[src/rtl/mem_access_ctrl.sv]
// rtl/mem_access_ctrl.sv - MEM-stage data-memory access controller with stall, load capture and timeout
//
// Purpose:
//   Sits between the EX/MEM pipeline register and the data memory. Issues a
//   combinational request for the MEM-stage load/store and stalls the pipeline
//   until mem_ack. It registers load data and the destination register as a
//   one-cycle ld_valid pulse, and counts stall cycles with a saturating counter.
//
// Optional feature:
//   MEM_TIMEOUT_EN - when defined, an access that waits TIMEOUT cycles in WAIT
//   without mem_ack moves to a terminal ERR state and sets the sticky err flag.
//   When undefined, WAIT waits indefinitely and err is tied low.
//
// Ports:
//   clk        clock, rising edge
//   rst        asynchronous active-low reset
//   memread    MEM-stage load control
//   memwrite   MEM-stage store control
//   aluresult  access address
//   wdata      store data
//   rd         MEM-stage destination register
//   mem_req    memory request (combinational)
//   mem_we     store access qualifier (combinational)
//   mem_addr   memory address (pass-through)
//   mem_wdata  memory store data (pass-through)
//   mem_ack    memory completion for the current request
//   mem_rdata  memory load data, valid with mem_ack
//   stall      pipeline freeze (PC, IF/ID, ID/EX, EX/MEM); MEM/WB takes a bubble
//   ld_valid   registered one-cycle load-data pulse
//   ld_data    registered load data
//   ld_rd      registered load destination
//   err        sticky access-timeout flag
//   stall_cnt  saturating stall-cycle counter
module mem_access_ctrl #(
  parameter int unsigned TIMEOUT = 16,
  parameter int unsigned CNT_W   = 16
) (
  input  logic             clk,
  input  logic             rst,
  input  logic             memread,
  input  logic             memwrite,
  input  logic [31:0]      aluresult,
  input  logic [31:0]      wdata,
  input  logic [4:0]       rd,
  output logic             mem_req,
  output logic             mem_we,
  output logic [31:0]      mem_addr,
  output logic [31:0]      mem_wdata,
  input  logic             mem_ack,
  input  logic [31:0]      mem_rdata,
  output logic             stall,
  output logic             ld_valid,
  output logic [31:0]      ld_data,
  output logic [4:0]       ld_rd,
  output logic             err,
  output logic [CNT_W-1:0] stall_cnt
);

  if (TIMEOUT < 2 || TIMEOUT > 255) begin : g_timeout_range
    $error("mem_access_ctrl: TIMEOUT must be in 2..255");
  end

  localparam logic [CNT_W-1:0] CNT_ONE = {{(CNT_W-1){1'b0}}, 1'b1};

`ifdef MEM_TIMEOUT_EN
  typedef enum logic [1:0] {S_IDLE = 2'd0, S_WAIT = 2'd1, S_ERR = 2'd2} state_t;
  localparam logic [7:0] TO_LAST = 8'(TIMEOUT - 1);
  logic [7:0] wait_cnt, wait_cnt_nxt;
`else
  typedef enum logic {S_IDLE = 1'b0, S_WAIT = 1'b1} state_t;
`endif

  state_t state, state_nxt;
  logic   op;
  logic   ld_fire;

  // A simultaneous memread/memwrite is treated as a load.
  assign op        = memread | memwrite;
  assign mem_we    = memwrite & ~memread;
  assign mem_addr  = aluresult;
  assign mem_wdata = wdata;
  assign ld_fire   = mem_req & mem_ack & ~mem_we;

  always_ff @(posedge clk or negedge rst) begin
    if (!rst) begin
      state <= S_IDLE;
`ifdef MEM_TIMEOUT_EN
      wait_cnt <= 8'd0;
`endif
    end else begin
      state <= state_nxt;
`ifdef MEM_TIMEOUT_EN
      wait_cnt <= wait_cnt_nxt;
`endif
    end
  end

  always_comb begin
    state_nxt = state;
    mem_req   = 1'b0;
    stall     = 1'b0;
`ifdef MEM_TIMEOUT_EN
    wait_cnt_nxt = wait_cnt;
`endif
    case (state)
      S_IDLE: begin
        mem_req = op;
        stall   = op & ~mem_ack;
        // Zero-wait accesses complete here without ever leaving IDLE.
        if (op && !mem_ack) begin
          state_nxt = S_WAIT;
`ifdef MEM_TIMEOUT_EN
          wait_cnt_nxt = 8'd0;
`endif
        end
      end
      S_WAIT: begin
        mem_req = op;
        stall   = op & ~mem_ack;
        // An ack is only meaningful while a request is outstanding.
        if (op && mem_ack) begin
          state_nxt = S_IDLE;
        end
`ifdef MEM_TIMEOUT_EN
        else if (wait_cnt == TO_LAST) begin
          state_nxt = S_ERR;
        end else begin
          wait_cnt_nxt = wait_cnt + 8'd1;
        end
`endif
      end
`ifdef MEM_TIMEOUT_EN
      S_ERR: begin
        // Terminal: the pipeline stays frozen and no further requests issue.
        stall = 1'b1;
      end
`endif
      default: state_nxt = S_IDLE;
    endcase
  end

  always_ff @(posedge clk or negedge rst) begin
    if (!rst) begin
      ld_valid  <= 1'b0;
      ld_data   <= 32'd0;
      ld_rd     <= 5'd0;
      stall_cnt <= '0;
    end else begin
      ld_valid <= ld_fire;
      if (ld_fire) begin
        ld_data <= mem_rdata;
        ld_rd   <= rd;
      end
      if (stall && (stall_cnt != {CNT_W{1'b1}})) begin
        stall_cnt <= stall_cnt + CNT_ONE;
      end
    end
  end

`ifdef MEM_TIMEOUT_EN
  always_ff @(posedge clk or negedge rst) begin
    if (!rst) begin
      err <= 1'b0;
    end else if (state_nxt == S_ERR) begin
      err <= 1'b1;
    end
  end
`else
  assign err = 1'b0;
`endif

endmodule

[config.mk]
export PLATFORM = sky130hd
export DESIGN_NAME = mem_access_ctrl
export DESIGN_NICKNAME = d
export VERILOG_FILES = /design/src/rtl/mem_access_ctrl.sv
export SDC_FILE = /design/constraint.sdc
export NUM_CORES = 1
export LEC_CHECK = 0
export ABC_AREA = 1
export CAP_MARGIN = 20
export CORE_AREA = 3 3 109 111
export DETAILED_ROUTE_END_ITERATION = 8
export DIE_AREA = 0 0 112 114
export PLACE_DENSITY = 0.67
export SYNTH_ARGS = -nofsm -noshare
export SYNTH_HDL_FRONTEND = slang
export SYNTH_SLANG_ARGS = --single-unit
[constraint.sdc]
create_clock -name clk -period 3.16 [get_ports clk]
set_input_delay 0.316 -clock clk [delete_from_list [all_inputs] [get_ports clk]]
set_output_delay 0.316 -clock clk [all_outputs]
set_load 0.005 [all_outputs]
==> results by group, run 1 <==
Final layout
  – Layout cells sized above 1: 0.0841
  – Reg area: 1350 um^2
  – Antenna Cells: 0
  – NumNets Final: 522
  – Layout fillers: 1,167
  – Area grow syn2layout: 23.4%
  – Final Cell Area: 3750 um^2
  – Area of the multi-input gates: 1040 um^2

Floorplan
  – Initial core utilization: 0.279
  – Die area: about 13,000 um^2
  – Die Wd: ~110 um
  – Die H: 114 um
  – I/O pins: 228
  – Core footprint: 10,900 um^2
  – Rows: 38

Clocking
  – Clock-pin slew on the worst setup and hold paths: 110 ps
  – CTS tree: built
  – # clock sinks: 54
  – Worst skew pair latency: 320 ps
  – Maximum clock insertion buffer count: 2
  – H-tree depth: 2
  – Post-CTS setup buffer count: 0
  – Resized Gates After CTS: 0
  – CTS hold repair buffers: 0
  – Num CTS Buffers: 5
  – Root Driver: clkbuf_8

Yosys
  – Yosys reg bits: 54
  – Syn Inst Count: 381
  – Synthesized area per cell: between 7 and 8 um^2
  – Net count after synthesis: 488
  – Sequential fraction of the synthesis area: 0.444
  – Library cells used by synthesis: 23
  – Synth warn: 0
  – Post-Syn Area: 3040 um^2

Status
  – Status: finished clean

Route
  – Drt first pass iters: 4
  – WL/cell: 12.1 um
  – DR vias: between 2,000 and 2,500
  – 1st-iter DRT viols: 135
  – DRC Markers: 0
  – ANT nets after route: 0
  – Routed wire length: 6.76 mm
  – Vias per std cell: roughly 4.2

Job
  – Max Cap Violations: 0

Hold path
  – Hold Path Class: in2async

Worst setup path
  – CP max-delay cell: clkdlybuf4s50_1
  – Crit-path max cell delay: between 500 and 600 ps
  – Critical-path cell list: clkdlybuf4s50_1 > nor2_4 > nor2_8 > clkdlybuf4s50_1
  – Worst Setup SP: memread
  – CP startpoint kind: input pin
  – Crit path capture type: primary output
  – Crit Path Class: in2out
  – CP Max Fanout: 6
  – Reg-to-reg startpoint: stall_cnt[0]$_DFFE_PN0P_
  – Crit path required time: 2840 ps
  – Most frequent CP cell: clkdlybuf4s50_1
  – Worst endpoint data arrival time: ~1700 ps

STA
  – Tmin final: 1990 ps
  – Fmax: 0.502 GHz
  – Period utilisation layout: 0.631
  – Setup TNS: 0 ps
  – RSZ-0062 raised after global routing: false
  – Slew @ Worst Pin: 816 ps
  – Final hold vios: 0
  – Endpoints failing setup: 0
  – Slew HR: 0.456
  – Clk_skew: 14.9 ps
  – Post-route setup slack: 1170 ps
  – Max Transition Viols Final: 0

Global routing
  – Number of global-route vias before repair: 2,245
  – Largest net degree at the start of global routing: 39
  – Total grt overflow: 0
  – Total Routing Usage GR: 0.102
  – Initial antenna violation count: 0
  – First-pass GRT wire length: 10.9 mm

Power
  – Leakage power: 0.00174 uW
  – VDD IR-drop max: between 0.0002 and 0.0003 V
  – Pwr dens: roughly 490 nW/um^2

Placement
  – Hpwl dp: 5.09 mm
  – Post-DP Area: 3640 um^2
  – Gpl congestion: 0.798
  – Port bufs: 98
  – DP Worst Slack: about 1200 ps
==> cells in the mapped netlist, drive strengths merged <==
library cell / count / area, um^2
nand3b: 2 / 15.0
o21ai: 10 / 61.3
ha: 1 / 12.5
buf: 73 / 572
nand2: 175 / 691
xnor2: 2 / 17.5
conb: 1 / 3.75
inv: 22 / 82.6
nand3: 10 / 50.1
nand4: 6 / 37.5
nor2: 25 / 148
dfrtp: 54 / 1350
==> through the flow <==
stage | utilization | power [uW] | hold WS [ps] | cells
final | 0.345 | 1840 | 79.3 | 556
after global placement | 0.334 | 1370 | 453 | 548
after detailed placement | 0.334 | 1380 | 464 | 548
after CTS | 0.345 | 1880 | 89.8 | 556
after floorplan | - | 1130 | 20.4 | 381
after global routing | 0.345 | 1970 | 112 | 556
==> worst paths after layout <==
path | end | slack (ps) | depth (start not counted)
setup / recovery | stall | 1170 | 4
hold / removal | stall_cnt[1]$_DFFE_PN0P_ | 80 | 1
setup reg to reg | stall_cnt[5]$_DFFE_PN0P_ | 1560 | 8
hold reg to reg | ld_data[24]$_DFFE_PN0P_ | 480 | 2
max in group asynchronous | ld_data[9]$_DFFE_PN0P_ | 2300 | 2
min in group clk | ld_data[24]$_DFFE_PN0P_ | 480 | 2
==> power by group <==
| part | internal, uW | leakage [uW] | switching (uW) | total [uW] |
|---|---|---|---|---|
| Clock | 240 | 0.0000587 | 239 | 479 |
| Combinational | 288 | 0.00100 | 195 | 483 |
| Sequential | 792 | 0.000679 | 85.4 | 877 |
| Total | 1320 | 0.00174 | 519 | 1840 |
==> area by class of cell <==
| class | count | area share |
|---|---|---|
| sequential | 54 | 0.360 |
| multi-input combinational | 232 | 0.276 |
| timing repair buffer | 100 | 0.264 |
| tap | 140 | 0.0467 |
| inverter | 22 | 0.0220 |
| clock buffer | 5 | 0.0183 |
| clock inverter | 3 | 0.0127 |
==> registers in the layout, indices dropped and copies added, names as in the netlist <==
signal and flops:
ld_valid 1, stall_cnt 16, ld_rd 5, ld_data 32
==> worst max-delay path: cells and delay by family <==
kind	cells	cell delay (ps)
buffers and inverters	2	1110
AND/OR/NAND/NOR	2	240
==> layer usage <==
metal | vias up | track usage | routed length (um)
met3 | 21 | 0.0451 | 696
li1 | 1161 | - | -
met2 | 109 | 0.168 | 3130
met4 | 0 | 0.0304 | 128
met1 | 1071 | 0.122 | 2800
met5 | - | 0 | 0
==> cell usage in the layout, fill, tap and decap left out <==
master	n
buf_2	1
buf_4	2
bufinv_16	1
clkbuf_8	5
clkdlybuf4s50_1	97
clkinv_4	1
conb_1	1
dfrtp_1	54
ha_1	1
inv_1	17
inv_2	5
inv_6	1
nand2_1	169
nand2_2	4
nand2_4	1
nand2_8	1
nand3_1	10
nand3b_1	2
nand4_1	6
nor2_1	15
nor2_2	6
nor2_4	3
nor2_8	1
o21ai_0	4
o21ai_1	3
o21ai_2	3
xnor2_1	2
==> cell families after synthesis <==
family | Yosys count | synth area share
xor gates and xnor gates | 2 | 0.00576
other | 1 | 0.00123
adders and majority gates | 1 | 0.00411
buffers and inverters | 95 | 0.215
and+or+nand+nor | 218 | 0.309
DFF | 54 | 0.444
AOI/OAI and AO/OA | 10 | 0.0202
(Power assumes the default switching activity.)
==> run 2: changes to the inputs <==
--- a/config.mk
+++ b/config.mk
@@ -10,7 +10,7 @@
 export CORE_AREA = 3 3 109 111
 export DETAILED_ROUTE_END_ITERATION = 8
 export DIE_AREA = 0 0 112 114
-export PLACE_DENSITY = 0.67
+export PLACE_DENSITY = 0.7
 export SYNTH_ARGS = -nofsm -noshare
 export SYNTH_HDL_FRONTEND = slang
 export SYNTH_SLANG_ARGS = --single-unit
==> constraint.sdc (replaced) <==
create_clock -name clk -period 1.8 [get_ports clk]
set_input_delay 0.18 -clock clk [delete_from_list [all_inputs] [get_ports clk]]
set_output_delay 0.18 -clock clk [all_outputs]
set_load 0.005 [all_outputs]
==> run 2 against run 1 <==
Register-to-register slack worse by 1400 ps. Critical path depth grew 4. Clock-buffer cell count up 1. Non-clock buffer count rose by 5. Global-route usage is 0.23 points higher. Core utilization up 0.43 points. Sequential power increased by 77%. Flip-flop and latch count is the same. Critical path type is now reg2reg. Critical endpoint is now stall_cnt[10]$_DFFE_PN0P_.
==> results by group, run 2 (synthesis results as in run 1) <==
Clocking
  – Root Driver: clkbuf_8
  – Post-CTS setup buffer count: 0 (unchanged)
  – H-tree depth: 2 (unchanged)
  – Resized Gates After CTS: 0 (unchanged)
  – Maximum clock insertion buffer count: 2 (unchanged)
  – Num CTS Buffers: 5 (unchanged)
  – CTS hold repair buffers: 1 (+1)
  – # clock sinks: 54 (unchanged)
  – Clock-pin slew on the worst setup and hold paths: 100 ps (about the same)
  – Worst skew pair latency: 300 ps (-20 ps)
  – CTS tree: built

Worst setup path
  – Crit Path Class: reg2reg
  – Worst endpoint data arrival time: 1870 ps (+190 ps)
  – Worst R2R Setup Slack: 170 ps (-1390 ps)
  – CP startpoint kind: flip-flop
  – CP Max Fanout: 9 (+3)
  – Crit path capture type: flip-flop
  – Crit path required time: 2040 ps (-800 ps)

Global routing
  – Number of global-route vias before repair: 2,339 (+4.2%)
  – First-pass GRT wire length: 11.2 mm (+2.0%)
  – Largest net degree at the start of global routing: 55 (+41%)
  – Total grt overflow: 0 (unchanged)
  – Initial antenna violation count: 0 (unchanged)
  – Total Routing Usage GR: 0.105 (+0.00228)

Floorplan
  – Rows: 38 (unchanged)
  – Initial core utilization: 0.279 (unchanged)
  – Die H: 114 um (unchanged)
  – I/O pins: 228 (unchanged)
  – Die area: 12,800 um^2 (unchanged)
  – Core footprint: 10,900 um^2 (unchanged)
  – Die Wd: 112 um (unchanged)

Final layout
  – NumNets Final: 527 (+0.96%)
  – Layout cells sized above 1: 0.0903 (+0.00613)
  – Area grow syn2layout: 24.9%
  – Core Util, Final: 0.349 (+0.00425)
  – Layout fillers: 1,146 (-1.8%)
  – Antenna Cells: 0 (unchanged)
  – Biggest regs: ld_data (32), stall_cnt (16), ld_rd (5)
  – Area of the multi-input gates: 1040 um^2 (unchanged)
  – Most common cell after layout, fill and taps aside: nand2_1
  – Biggest register: ld_data
  – Reg area: 1350 um^2 (unchanged)
  – Commonest non-fill, non-tap cells in the layout: nand2_1 (169), clkdlybuf4s50_1 (97), dfrtp_1 (54)
  – Largest register FFs: 32 (unchanged)

Power
  – Internal power: 2320 uW (+76%)
  – VDD IR-drop max: 0.000475 V (+79%)
  – Reg power frac: 0.480 (+0.003)
  – Sw frac: 0.279 (-0.00293)
  – Pwr dens: 848 nW/um^2 (+73%)
  – Clock group share of total power: 0.252 (-0.008)
  – Combinational Power Share: 0.268 (+0.006)
  – Sw Pwr: 899 uW (+73%)
  – Leakage power: 0.00176 uW (+1.2%)

Route
  – Drt first pass iters: 4 (unchanged)
  – DRC Markers: 0 (unchanged)
  – WL/cell: 12.6 um (+4.1%)
  – Vias per std cell: 4.30 (+1.3%)
  – ANT nets after route: 0 (unchanged)
  – Routed wire length: 7.10 mm (+5.0%)
  – DR vias: 2,414 (+2.2%)
  – 1st-iter DRT viols: 126 (-6.7%)

Status
  – Status: finished clean

Placement
  – Gpl congestion: 0.841 (+5.4%)
  – Hpwl dp: 5.31 mm (+4.3%)
  – Port bufs: 98 (unchanged)

STA
  – Max Transition Viols Final: 0 (unchanged)
  – Final hold vios: 0 (unchanged)
  – Fmax: 0.612 GHz
  – Period utilisation layout: 0.907
  – Endpoints failing setup: 0 (unchanged)
  – Slew HR: 0.589 (+0.133)
  – Clk_skew: 2.39 ps (-12.5 ps)
  – Setup TNS: 0 ps (unchanged)
  – Slew @ Worst Pin: 617 ps (-199 ps)
  – RSZ-0062 raised after global routing: false
  – Tmin final: roughly 1600 ps

Job
  – Max Cap Violations: 0 (unchanged)

Hold path
  – Hold Path Class: in2out
==> run 2: cell types whose count changed in the layout (fill, tap and decap cells not counted) <==
| cell | delta |
|---|---|
| clkbuf_1 | +1 |
| inv_6 | -1 |
| dlygate4sd3_1 | +1 |
| clkinvlp_4 | +1 |
| buf_4 | +3 |
| buf_12 | +1 |
| clkinv_4 | -1 |
==> run 2: critical path, stage by stage, from the launching register on <==
cell and delay [ps]:
dfrtp_1 450, ha_1 280, nand3_1 140, inv_2 70
nand2_2 90, nor2_4 50, nor2_2 290, nand2_1 110
o21ai_1 80
==> run 2: path summary, 6_finish.rpt <==
kind / to / cells after the start / start
setup / recovery: stall_cnt[10]$_DFFE_PN0P_ / 8 / stall_cnt[0]$_DFFE_PN0P_
max in group asynchronous: ld_rd[4]$_DFFE_PN0P_ / 3 / rst
setup reg to reg: stall_cnt[10]$_DFFE_PN0P_ / 8 / stall_cnt[0]$_DFFE_PN0P_
hold / removal: mem_addr[11] / 0 / aluresult[11]
hold reg to reg: ld_rd[4]$_DFFE_PN0P_ / 2 / ld_rd[4]$_DFFE_PN0P_
min in group asynchronous: stall_cnt[0]$_DFFE_PN0P_ / 3 / rst
==> run 2: power groups by stage <==
| stage | Sequential, uW | Combinational [uW] | Clock, uW |
|---|---|---|---|
| after detailed placement | 1570 | 875 | 0 |
| after global routing | 1570 | 954 | 900 |
| after floorplan | 1560 | 424 | 0 |
| after CTS | 1550 | 881 | 852 |
| after global placement | 1560 | 860 | 0 |
| final | 1550 | 865 | 811 |
==> run 2: per-stage QoR <==
step / instances / worst slack [ps] / power, uW / cell area, um^2 / hold slack (ps)
after global routing: 561 / 18.1 / 3430 / 3800 / 360
after global placement: 552 / 83.3 / 2420 / 3680 / 200
after floorplan: 381 / 396 / 1980 / 3040 / -116
after CTS: 561 / 135 / 3280 / 3800 / 360
final: 561 / 167 / 3220 / 3800 / 360
after detailed placement: 552 / 16.0 / 2440 / 3680 / 207
==> run 2: per-layer routing <==
layer	global-route usage	part of all wire	wire, um
met1	0.124	0.42	2970
met5	0	0	0
met2	0.177	0.47	3310
met4	0.0313	0.018	130
met3	0.0393	0.097	691
==> run 2: final cells by class <==
type	instances	area share
clock buffers	6	0.0191
multi-input cells	232	0.273
flip-flops and latches	54	0.356
repair buffers	105	0.275
well taps	140	0.0461
clock inverters	2	0.00988
inverters	22	0.0217
